[config.mk]
export PLATFORM = sky130hd
export DESIGN_NAME = fg_cfg_sequencer_flat
export DESIGN_NICKNAME = d
export VERILOG_FILES = /design/src/rtl/fg_cfg_sequencer_if.sv /design/src/rtl/fg_cfg_sequencer.sv /design/src/flat_wrapper.sv
export SDC_FILE = /design/constraint.sdc
export NUM_CORES = 1
export LEC_CHECK = 0
export BUFFER_PORTS_ARGS = -buffer_cell sky130_fd_sc_hd__buf_2
export CORE_AREA = 2 2 58 60
export CTS_CLUSTER_DIAMETER = 30
export DETAILED_ROUTE_END_ITERATION = 10
export DIE_AREA = 0 0 60 62
export PLACE_DENSITY = 0.8
export SETUP_SLACK_MARGIN = 0.05
export SKIP_LAST_GASP = 1
export SYNTH_ARGS = -nofsm -noshare
export SYNTH_HDL_FRONTEND = slang
export SYNTH_SLANG_ARGS = --single-unit
[constraint.sdc]
create_clock -name clk -period 6 [get_ports clk]
set_input_delay 0.3 -clock clk [delete_from_list [all_inputs] [get_ports clk]]
set_output_delay 0.3 -clock clk [all_outputs]
set_load 0.02 [all_outputs]
[src/rtl/fg_cfg_sequencer_if.sv]
// Byte-stream handshake feeding the configuration sequencer.
// Source drives data/valid, sink answers with ready.
interface fg_cfg_sequencer_if;
  logic [7:0] s_data_i;
  logic       s_valid_i;
  logic       s_ready_o;

  modport master (
    output s_data_i,
    output s_valid_i,
    input  s_ready_o
  );

  modport slave (
    input  s_data_i,
    input  s_valid_i,
    output s_ready_o
  );
endinterface

[src/rtl/fg_cfg_sequencer.sv]
// Loads consecutive generator config registers from a byte stream,
// pausing the generator and pacing pins for its input synchronizers.
module fg_cfg_sequencer #(
  parameter int SETTLE    = 3,
  parameter int WR_CYCLES = 4,
  parameter int TIMEOUT   = 255
) (
  input  logic                clk,
  input  logic                rst_n,
  input  logic                start_i,
  input  logic [2:0]          start_addr_i,
  input  logic [2:0]          len_i,
  input  logic                run_i,
  fg_cfg_sequencer_if.slave   s,
  output logic [7:0]          cfg_data_o,
  output logic [2:0]          cfg_addr_o,
  output logic                cfg_wr_n_o,
  output logic                cfg_en_n_o,
  output logic                busy_o,
  output logic                done_o,
  output logic                err_o
);

  typedef enum logic [2:0] {
    IDLE,
    DISABLE,
    WAIT_BYTE,
    WRITE,
    HOLD
  } state_t;

  localparam logic [7:0] SET_LAST = 8'(SETTLE - 1);
  localparam logic [7:0] WR_LAST  = 8'(WR_CYCLES - 1);
  localparam logic [7:0] TO_LAST  = 8'(TIMEOUT - 1);
  localparam bit         TO_EN    = (TIMEOUT != 0);

  state_t     state;
  logic [7:0] cnt;
  logic [2:0] addr;
  logic [2:0] rem;
  logic       xfer;
  logic       to_hit;

  assign s.s_ready_o = (state == WAIT_BYTE);
  assign busy_o      = (state != IDLE);
  assign xfer        = s.s_valid_i & s.s_ready_o;
  assign to_hit      = TO_EN && !xfer && (cnt == TO_LAST);

  // One counter serves every timed state; it is cleared on each entry.
  always_ff @(posedge clk) begin
    if (!rst_n) begin
      state      <= IDLE;
      cnt        <= 8'd0;
      addr       <= 3'd0;
      rem        <= 3'd0;
      cfg_data_o <= 8'd0;
      cfg_addr_o <= 3'd0;
      cfg_wr_n_o <= 1'b1;
      cfg_en_n_o <= 1'b1;
      done_o     <= 1'b0;
      err_o      <= 1'b0;
    end else begin
      done_o <= 1'b0;
      err_o  <= 1'b0;
      unique case (state)
        IDLE: begin
          cfg_wr_n_o <= 1'b1;
          cfg_en_n_o <= ~run_i;
          if (start_i && len_i != 3'd0) begin
            addr       <= start_addr_i;
            rem        <= len_i;
            cnt        <= 8'd0;
            cfg_en_n_o <= 1'b1;
            state      <= DISABLE;
          end
        end
        DISABLE: begin
          if (cnt == SET_LAST) begin
            cnt   <= 8'd0;
            state <= WAIT_BYTE;
          end else begin
            cnt <= cnt + 8'd1;
          end
        end
        WAIT_BYTE: begin
          unique case (1'b1)
            xfer: begin
              cfg_data_o <= s.s_data_i;
              cfg_addr_o <= addr;
              cfg_wr_n_o <= 1'b0;
              cnt        <= 8'd0;
              state      <= WRITE;
            end
            to_hit: begin
              err_o      <= 1'b1;
              cfg_en_n_o <= ~run_i;
              state      <= IDLE;
            end
            default: cnt <= cnt + 8'd1;
          endcase
        end
        WRITE: begin
          if (cnt == WR_LAST) begin
            cfg_wr_n_o <= 1'b1;
            cnt        <= 8'd0;
            state      <= HOLD;
          end else begin
            cnt <= cnt + 8'd1;
          end
        end
        HOLD: begin
          if (cnt == SET_LAST) begin
            cnt  <= 8'd0;
            addr <= addr + 3'd1;
            rem  <= rem - 3'd1;
            if (rem == 3'd1) begin
              done_o     <= 1'b1;
              cfg_en_n_o <= ~run_i;
              state      <= IDLE;
            end else begin
              state <= WAIT_BYTE;
            end
          end else begin
            cnt <= cnt + 8'd1;
          end
        end
        default: state <= IDLE;
      endcase
    end
  end

endmodule

[src/flat_wrapper.sv]
// flat-port wrapper written by rule: the top's interface ports become plain ports
module fg_cfg_sequencer_flat 
#(
  parameter int SETTLE    = 3,
  parameter int WR_CYCLES = 4,
  parameter int TIMEOUT   = 255
)
  (clk, rst_n, start_i, start_addr_i, len_i, run_i, cfg_data_o, cfg_addr_o, cfg_wr_n_o, cfg_en_n_o, busy_o, done_o, err_o, s_s_data_i, s_s_valid_i, s_s_ready_o);
  fg_cfg_sequencer_if s_i ();
  input  logic clk;
  input  logic rst_n;
  input  logic start_i;
  input  logic [2:0] start_addr_i;
  input  logic [2:0] len_i;
  input  logic run_i;
  output logic [7:0] cfg_data_o;
  output logic [2:0] cfg_addr_o;
  output logic cfg_wr_n_o;
  output logic cfg_en_n_o;
  output logic busy_o;
  output logic done_o;
  output logic err_o;
  input wire logic [$bits(s_i.s_data_i)-1:0] s_s_data_i;
  input wire logic [$bits(s_i.s_valid_i)-1:0] s_s_valid_i;
  output wire logic [$bits(s_i.s_ready_o)-1:0] s_s_ready_o;
  assign s_i.s_data_i = s_s_data_i;
  assign s_i.s_valid_i = s_s_valid_i;
  assign s_s_ready_o = s_i.s_ready_o;
  fg_cfg_sequencer #(.SETTLE(SETTLE), .WR_CYCLES(WR_CYCLES), .TIMEOUT(TIMEOUT)) u_core (.clk(clk), .rst_n(rst_n), .start_i(start_i), .start_addr_i(start_addr_i), .len_i(len_i), .run_i(run_i), .s(s_i), .cfg_data_o(cfg_data_o), .cfg_addr_o(cfg_addr_o), .cfg_wr_n_o(cfg_wr_n_o), .cfg_en_n_o(cfg_en_n_o), .busy_o(busy_o), .done_o(done_o), .err_o(err_o));
endmodule
==> results of run 1 <==
-- per-layer routing --
layer,vias up,wire length [µm]
met5,-,0
met4,0,114
met3,13,215
met2,49,1600
met1,672,1460
li1,760,-
-- metrics by stage --
stage               total power, mW  util [%]  hold slack, ps
finish                        0.532      60.6             171
global route                  0.561      60.6             178
CTS                           0.535      60.6             176
detailed placement            0.375      58.2             445
global placement              0.373      58.2             439
floorplan                     0.346         -             362
-- worst max-delay path, delay by kind of cell, from the launching register on --
family                   cells  cell delay (ps)
buffers and inverters        1               70
AND/OR/NAND/NOR              2              880
AO/OA/AOI/OAI                3              770
flip-flops                   1              350
adder cells (fa/ha/maj)      1              200
-- flip-flops by register name, indices dropped and copies added (netlist names) --
signal	count
u_core.err_o	1
u_core.rem	3
u_core.addr	3
u_core.cnt	8
u_core.cfg_data_o	8
u_core.cfg_addr_o	3
u_core.done_o	1
u_core.cfg_wr_n_o	1
u_core.cfg_en_n_o	1
u_core.state	3
-- final cells by class --
type	instances	area, µm²
Fill cell	289	1250
Sequential cell	32	641
Clock inverter	2	35.0
Clock buffer	6	41.3
Tap cell	46	57.6
Inverter	11	41.3
Multi-Input combinational cell	143	937
Timing Repair Buffer	35	175
-- Yosys cell counts (2+ instances only) --
master,n,area (µm²)
nor4b_2,2,30.0
a221oi_1,2,17.5
clkbuf_1,6,22.5
nor3_1,4,20.0
nor3b_1,2,15.0
a211oi_1,2,15.0
nor4_1,4,25.0
buf_6,2,22.5
a21oi_1,15,75.1
nand4_1,3,18.8
dfxtp_1,32,641
nor2_1,18,67.6
o31ai_1,2,15.0
nand2b_1,3,18.8
nand3b_1,3,22.5
nand2_1,31,116
nor3_4,2,32.5
xnor2_1,6,52.6
o21ai_0,6,30.0
a221oi_2,2,30.0
mux2i_1,2,20.0
nand3_1,5,25.0
buf_2,2,10.0
ha_1,5,62.6
o21ai_1,3,15.0
inv_1,10,37.5
-- kinds of logic after synthesis --
group | Yosys count | share of synthesized area, %
and+or+nand+nor | 84 | 27.2
AOI/OAI and AO/OA | 45 | 20.0
DFF | 32 | 38.3
buffers and inverters | 21 | 5.75
xor gates and xnor gates | 6 | 3.14
adders and majority gates | 5 | 3.74
muxes | 3 | 1.87
-- path summary, 6_finish.rpt --
kind,start,endpoint,depth (start not counted)
hold / removal,rst_n,u_core.cfg_wr_n_o,2
hold reg to reg,u_core.cfg_addr_o[2],u_core.cfg_addr_o[2],2
setup / recovery,u_core.cnt[0],u_core.addr[0],7
setup reg to reg,u_core.cnt[0],u_core.addr[0],7
-- power groups by stage --
stage               Clock, mW  Sequential [mW]  Combinational (mW)
floorplan                   0            0.248              0.0972
detailed placement          0            0.253               0.123
global placement            0            0.252               0.121
CTS                     0.163            0.248               0.123
global route            0.174            0.251               0.136
finish                  0.161            0.248               0.122
==> run summary, run 1 <==
vias per inst: 5.43
Pre-Repair DR Iteration Count: 4
pin count of the biggest net entering global routing: 22
Ys Warns: 0
Setup Skew: 7.67 ps
GRT met2 Usage: 33.1%
Routability Congestion: 0.859
Lkg Pwr: 0.756 nW
dpl hpwl: 2500 µm
R2R setup slack: 3640 ps
# setup viols final: 0
initial antenna violation count: 0
P per Cell Area: 276 nW/µm²
met1 usage: 21.7%
fin crit share: 39.3%
outcome: finished, final reports clean
post-route cell area: 1930 µm²
CP Data Arrival Time: 2610 ps
CP Cell Sequence: inv_1, ha_1, or3b_2, o32a_4, nor3_4, o21ai_1, a221oi_1
die area: 3720 µm²
Reg power frac: 46.7%
diode count: 0
total grt overflow: 0
Hold Crit Class: in2reg
nets@finish: 252
Max Cap Viol: 0
sw frac: 31.2%
total negative setup slack: 0 ps
vias in the first global route: 1,274
Post-CTS Hold Buffers: 0
Mapped Area: 1670 µm²
Int Power: 0.366 mW
Setup WS post-layout: 3640 ps
core footprint: 3180 µm²
Peak Freq: 424 MHz
fin cells: 275
Rel. slew slack: 41.3%
Slew @ Worst Pin: 873 ps
row count: 21
Antenna Nets Post-Route: 0
Max Buffers Root-to-Sink: 2
CTS sink cnt: 32
GRT busiest layer: met2
Seq/Total Area, Yosys: 38.3%
P_sw: 0.166 mW
TritonCTS clock tree: yes
H-tree depth: 2
die height: 62 µm
most used flip-flop cell after synthesis: dfxtp_1
Final min period: 2360 ps
wire per inst: 12.3 µm
Slew Viols, Final: 0
CP Launch Type: flop
Crit Path Max Fanout: 11
count of cell types in the netlist: 48
crit end category: flop
Iter 0 DRT Violations: 65
first-pass GRT wire length: 5390 µm
FF+latch count, synth: 32
post-synthesis average cell area: 8.54 µm²
Die X: 60 µm
met3 Track Usage GR: 6.63%
port bufs: 35
vias post-DR: 1,494
most frequent cells in the layout: 35 x buf_2, 32 x dfxtp_1, 31 x nand2_1
Final Hold Fails: 0
Boundary Pins: 36
Starting Density: 52.7%
clock power share: 30.3%
routed wire length: 3390 µm
combinational power share: 23.0%
kind of critical path: reg2reg
Num CTS Buffers: 5
Layout Area Growth over Synthesis: 15.2%
layout cells sized above 1: 24.9%
GR Util All Layers: 19.6%
postcts setup bufs: 0
commonest non-fill, non-tap cell in the layout: buf_2
pre-CTS WS: 3670 ps
post_cts resized: 0
crit-path max cell delay: 480 ps
post-synthesis cell count: 196
DRC Markers: 0
Cells after DPL: 267
Max IR drop VDD: 0.165 mV
worst skew pair latency: 340 ps
Crit-path slowest cell: or3b_2
fraction of registers with async set or reset after synthesis: 0%
number of synthesized flops with an enable pin: 0
Synth Net Count: 220
CP Data Required Time: 6250 ps
Clock transition at path regs: 100 ps
Placed Area: 1850 µm²
RSZ-0062 raised after global routing: false
CTS Root Cell: clkbuf_4
Note: power is estimated with default switching activity, not from simulation.
==> run 2: changes to the inputs <==
--- a/config.mk
+++ b/config.mk
@@ -5,12 +5,13 @@
 export SDC_FILE = /design/constraint.sdc
 export NUM_CORES = 1
 export LEC_CHECK = 0
+export ABC_AREA = 1
 export BUFFER_PORTS_ARGS = -buffer_cell sky130_fd_sc_hd__buf_2
-export CORE_AREA = 2 2 58 60
+export CORE_AREA = 2 2 64 66
 export CTS_CLUSTER_DIAMETER = 30
 export DETAILED_ROUTE_END_ITERATION = 10
-export DIE_AREA = 0 0 60 62
-export PLACE_DENSITY = 0.8
+export DIE_AREA = 0 0 66 68
+export PLACE_DENSITY = 0.73
 export SETUP_SLACK_MARGIN = 0.05
 export SKIP_LAST_GASP = 1
 export SYNTH_ARGS = -nofsm -noshare
==> constraint.sdc (replaced) <==
create_clock -name clk -period 1.93 [get_ports clk]
set_input_delay 0.0965 -clock clk [delete_from_list [all_inputs] [get_ports clk]]
set_output_delay 0.0965 -clock clk [all_outputs]
set_load 0.02 [all_outputs]
==> run 2 against run 1 <==
Net effect: wire length up 16%; critical path depth grew 1; synthesized area is 7.8% higher; critical endpoint is now u_core.cnt[2]; global-route usage fell by 1.2 points; register-to-register slack worse by 3400 ps; die area grew 21%; highest routed layer unchanged; maximum frequency increased by 42%.
==> run summary, run 2 <==
die height: 68 µm
CTS Root Cell: clkbuf_8
Final Hold Fails: 0
core footprint: 3860 µm²
Rel. slew slack: 78.9%
port bufs: 35
fill count: 400
Max Cap Viol: 0
most used flip-flop cell after synthesis: dfxtp_1
WHS: 38.2 ps
most frequent cells in the layout: 52 x nand2_1, 36 x nor2_1, 35 x buf_2
TritonCTS clock tree: yes
P per Cell Area: 1230 nW/µm²
top flop regs: u_core.cfg_data_o (8), u_core.cnt (8)
R2R depth: 8
kind of critical path: reg2reg
CP Cell Sequence: ha_1, nand2_1, nor2_1, nor2_1, nor2_1, nand3_4, nand2_4, nor2_2
capture point of the worst reg-to-reg path: u_core.cnt[2]
CP Data Required Time: 2110 ps
first-pass GRT wire length: 6260 µm
Boundary Pins: 36
Mapped Area: 1810 µm²
Slew @ Worst Pin: 315 ps
synth cell count leaders: 52 x nand2_1, 36 x nor2_1, 32 x dfxtp_1, 27 x o21ai_0, 22 x inv_1
Post-CTS Hold Buffers: 0
Antenna Nets Post-Route: 0
Hold Crit Class: in2reg
diode count: 0
nets@finish: 320
fin crit share: 86.2%
GR Util All Layers: 18.4%
Hold Crit Start: s_s_data_i[2]
worst r2r src: u_core.cnt[1]
crit end category: flop
Peak Freq: 601 MHz
Crit-path slowest cell: dfxtp_1
fraction of registers with async set or reset after synthesis: 0%
power after layout: 2.64 mW
post-synthesis cell count: 256
total grt overflow: 0
CP Buf/Inv Count: 0
Routability Congestion: 0.921
worst skew pair latency: 280 ps
post-synthesis average cell area: 7.05 µm²
row count: 23
Reg area: 641 µm²
Crit path depth: 8
# setup viols final: 0
Layout Area Growth over Synthesis: 19.0%
CTS sink cnt: 32
crit-path max cell delay: 410 ps
H-tree depth: 2
CP most frequent cell: nor2_1
Clock transition at path regs: 70 ps
vias per inst: 4.93
Seq/Total Area, Yosys: 35.5%
layout cells sized above 1: 27.3%
vias post-DR: 1,712
number of synthesized flops with an enable pin: 0
total negative setup slack: 0 ps
crit-path leading delay family: simple AND/OR/NAND/NOR gates
Slew Viols, Final: 0
main area contributors after synthesis: dfxtp_1 35%, nand2_1 11%, nor2_1 7.5%, o21ai_0 7.5%, nand3_1 5.0%
Num CTS Buffers: 5
most common cell in the netlist: nand2_1
Max Buffers Root-to-Sink: 2
footprint of the multi-input gates: 1030 µm²
RSZ-0062 raised after global routing: false
routed wire length: 3950 µm
hold depth: 3
vias in the first global route: 1,393
CP Data Arrival Time: 1850 ps
Ys Warns: 0
dpl hpwl: 3080 µm
Setup Skew: 4.47 ps
Die X: 66 µm
Crit Path Max Fanout: 5
postcts setup bufs: 0
Min-Delay Endpoint: u_core.cfg_data_o[2]
Lkg Pwr: 1.03 nW
FF+latch count, synth: 32
R2R setup slack: 270 ps
Max IR drop VDD: 0.801 mV
cell taking the most area after synthesis: dfxtp_1
outcome: finished, final reports clean
CP Launch Type: flop
fin cells: 347
Cells after DPL: 339
Synth Net Count: 280
Pre-Repair DR Iteration Count: 4
commonest non-fill, non-tap cell in the layout: nand2_1
die area: 4490 µm²
count of cell types in the netlist: 32
Starting Density: 46.8%
Final min period: 1660 ps
DRC Markers: 0
post_cts resized: 0
initial antenna violation count: 0
post-synth top area share: 35.5%
pin count of the biggest net entering global routing: 20
Iter 0 DRT Violations: 67
wire per inst: 11.4 µm
run 2: changes by cell type in the layout (fill, tap and decap cells not counted), sizes merged, moves of 6 or more:
cell / delta
xnor2: -6
nand3: +20
nand2: +29
o21ai: +21
nor2: +29
inv: +17
run 2: final cells by class:
| type | instances | area share (%) |
|---|---|---|
| clock buffers | 5 | 3.20 |
| flip-flops and latches | 32 | 29.8 |
| inverters | 30 | 5.47 |
| repair buffers | 37 | 8.85 |
| multi-input cells | 190 | 47.8 |
| well taps | 50 | 2.91 |
| clock inverters | 3 | 1.98 |
run 2: where the power goes:
part           switching (mW)  leakage (nW)  total [mW]  internal [mW]
sequential             0.0975         0.261       0.896          0.798
clock                   0.256        0.0541       0.638          0.382
combinational           0.735         0.712        1.11          0.374
total                    1.09          1.03        2.64           1.55
run 2: how the worst max path moves through the flow:
| stage | slack, ps | startpoint | end |
|---|---|---|---|
| 2_1_floorplan | 500 | u_core.cnt[0] | u_core.cfg_en_n_o |
| 3_3_place_gp | 320 | u_core.cnt[1] | u_core.cnt[7] |
| 3_5_place_dp | 290 | u_core.cnt[1] | u_core.cnt[2] |
| 4_1_cts | 290 | u_core.cnt[1] | u_core.cnt[2] |
| 5_1_grt | 150 | u_core.cnt[0] | u_core.cnt[7] |
| 6_report | 270 | u_core.cnt[1] | u_core.cnt[2] |
run 2: layer usage:
metal / GRT usage, % / vias to the layer above / wire, µm
met5: 0 / - / 0
met3: 4.44 / 4 / 180
li1: - / 904 / -
met4: 5.36 / 0 / 42
met2: 30.2 / 34 / 1890
met1: 24.3 / 770 / 1830
run 2: cells by family (layout without fill, tap and decap cells):
group | count (synthesis) | after routing | synth area share [%]
buffers and inverters | 34 | 75 | 7.69
XOR/XNOR | 1 | 1 | 0.485
AO/OA/AOI/OAI | 48 | 48 | 14.8
flip-flops | 32 | 32 | 35.5
AND/OR/NAND/NOR | 136 | 136 | 38.0
adder cells (fa/ha/maj) | 5 | 5 | 3.47
run 2: through the flow:
step	util, %	cell area [µm²]	setup slack [ps]
6_report	55.7	2150	266
5_1_grt	55.7	2150	151
4_1_cts	55.7	2150	285
3_5_place_dp	52.8	2040	292
3_3_place_gp	52.8	2040	316
2_1_floorplan	-	1810	503
run 2: tightest hold or removal path, cell delays in order:
cell and delay [ps]:
buf_2 80, nor2_1 30, nor2_1 80
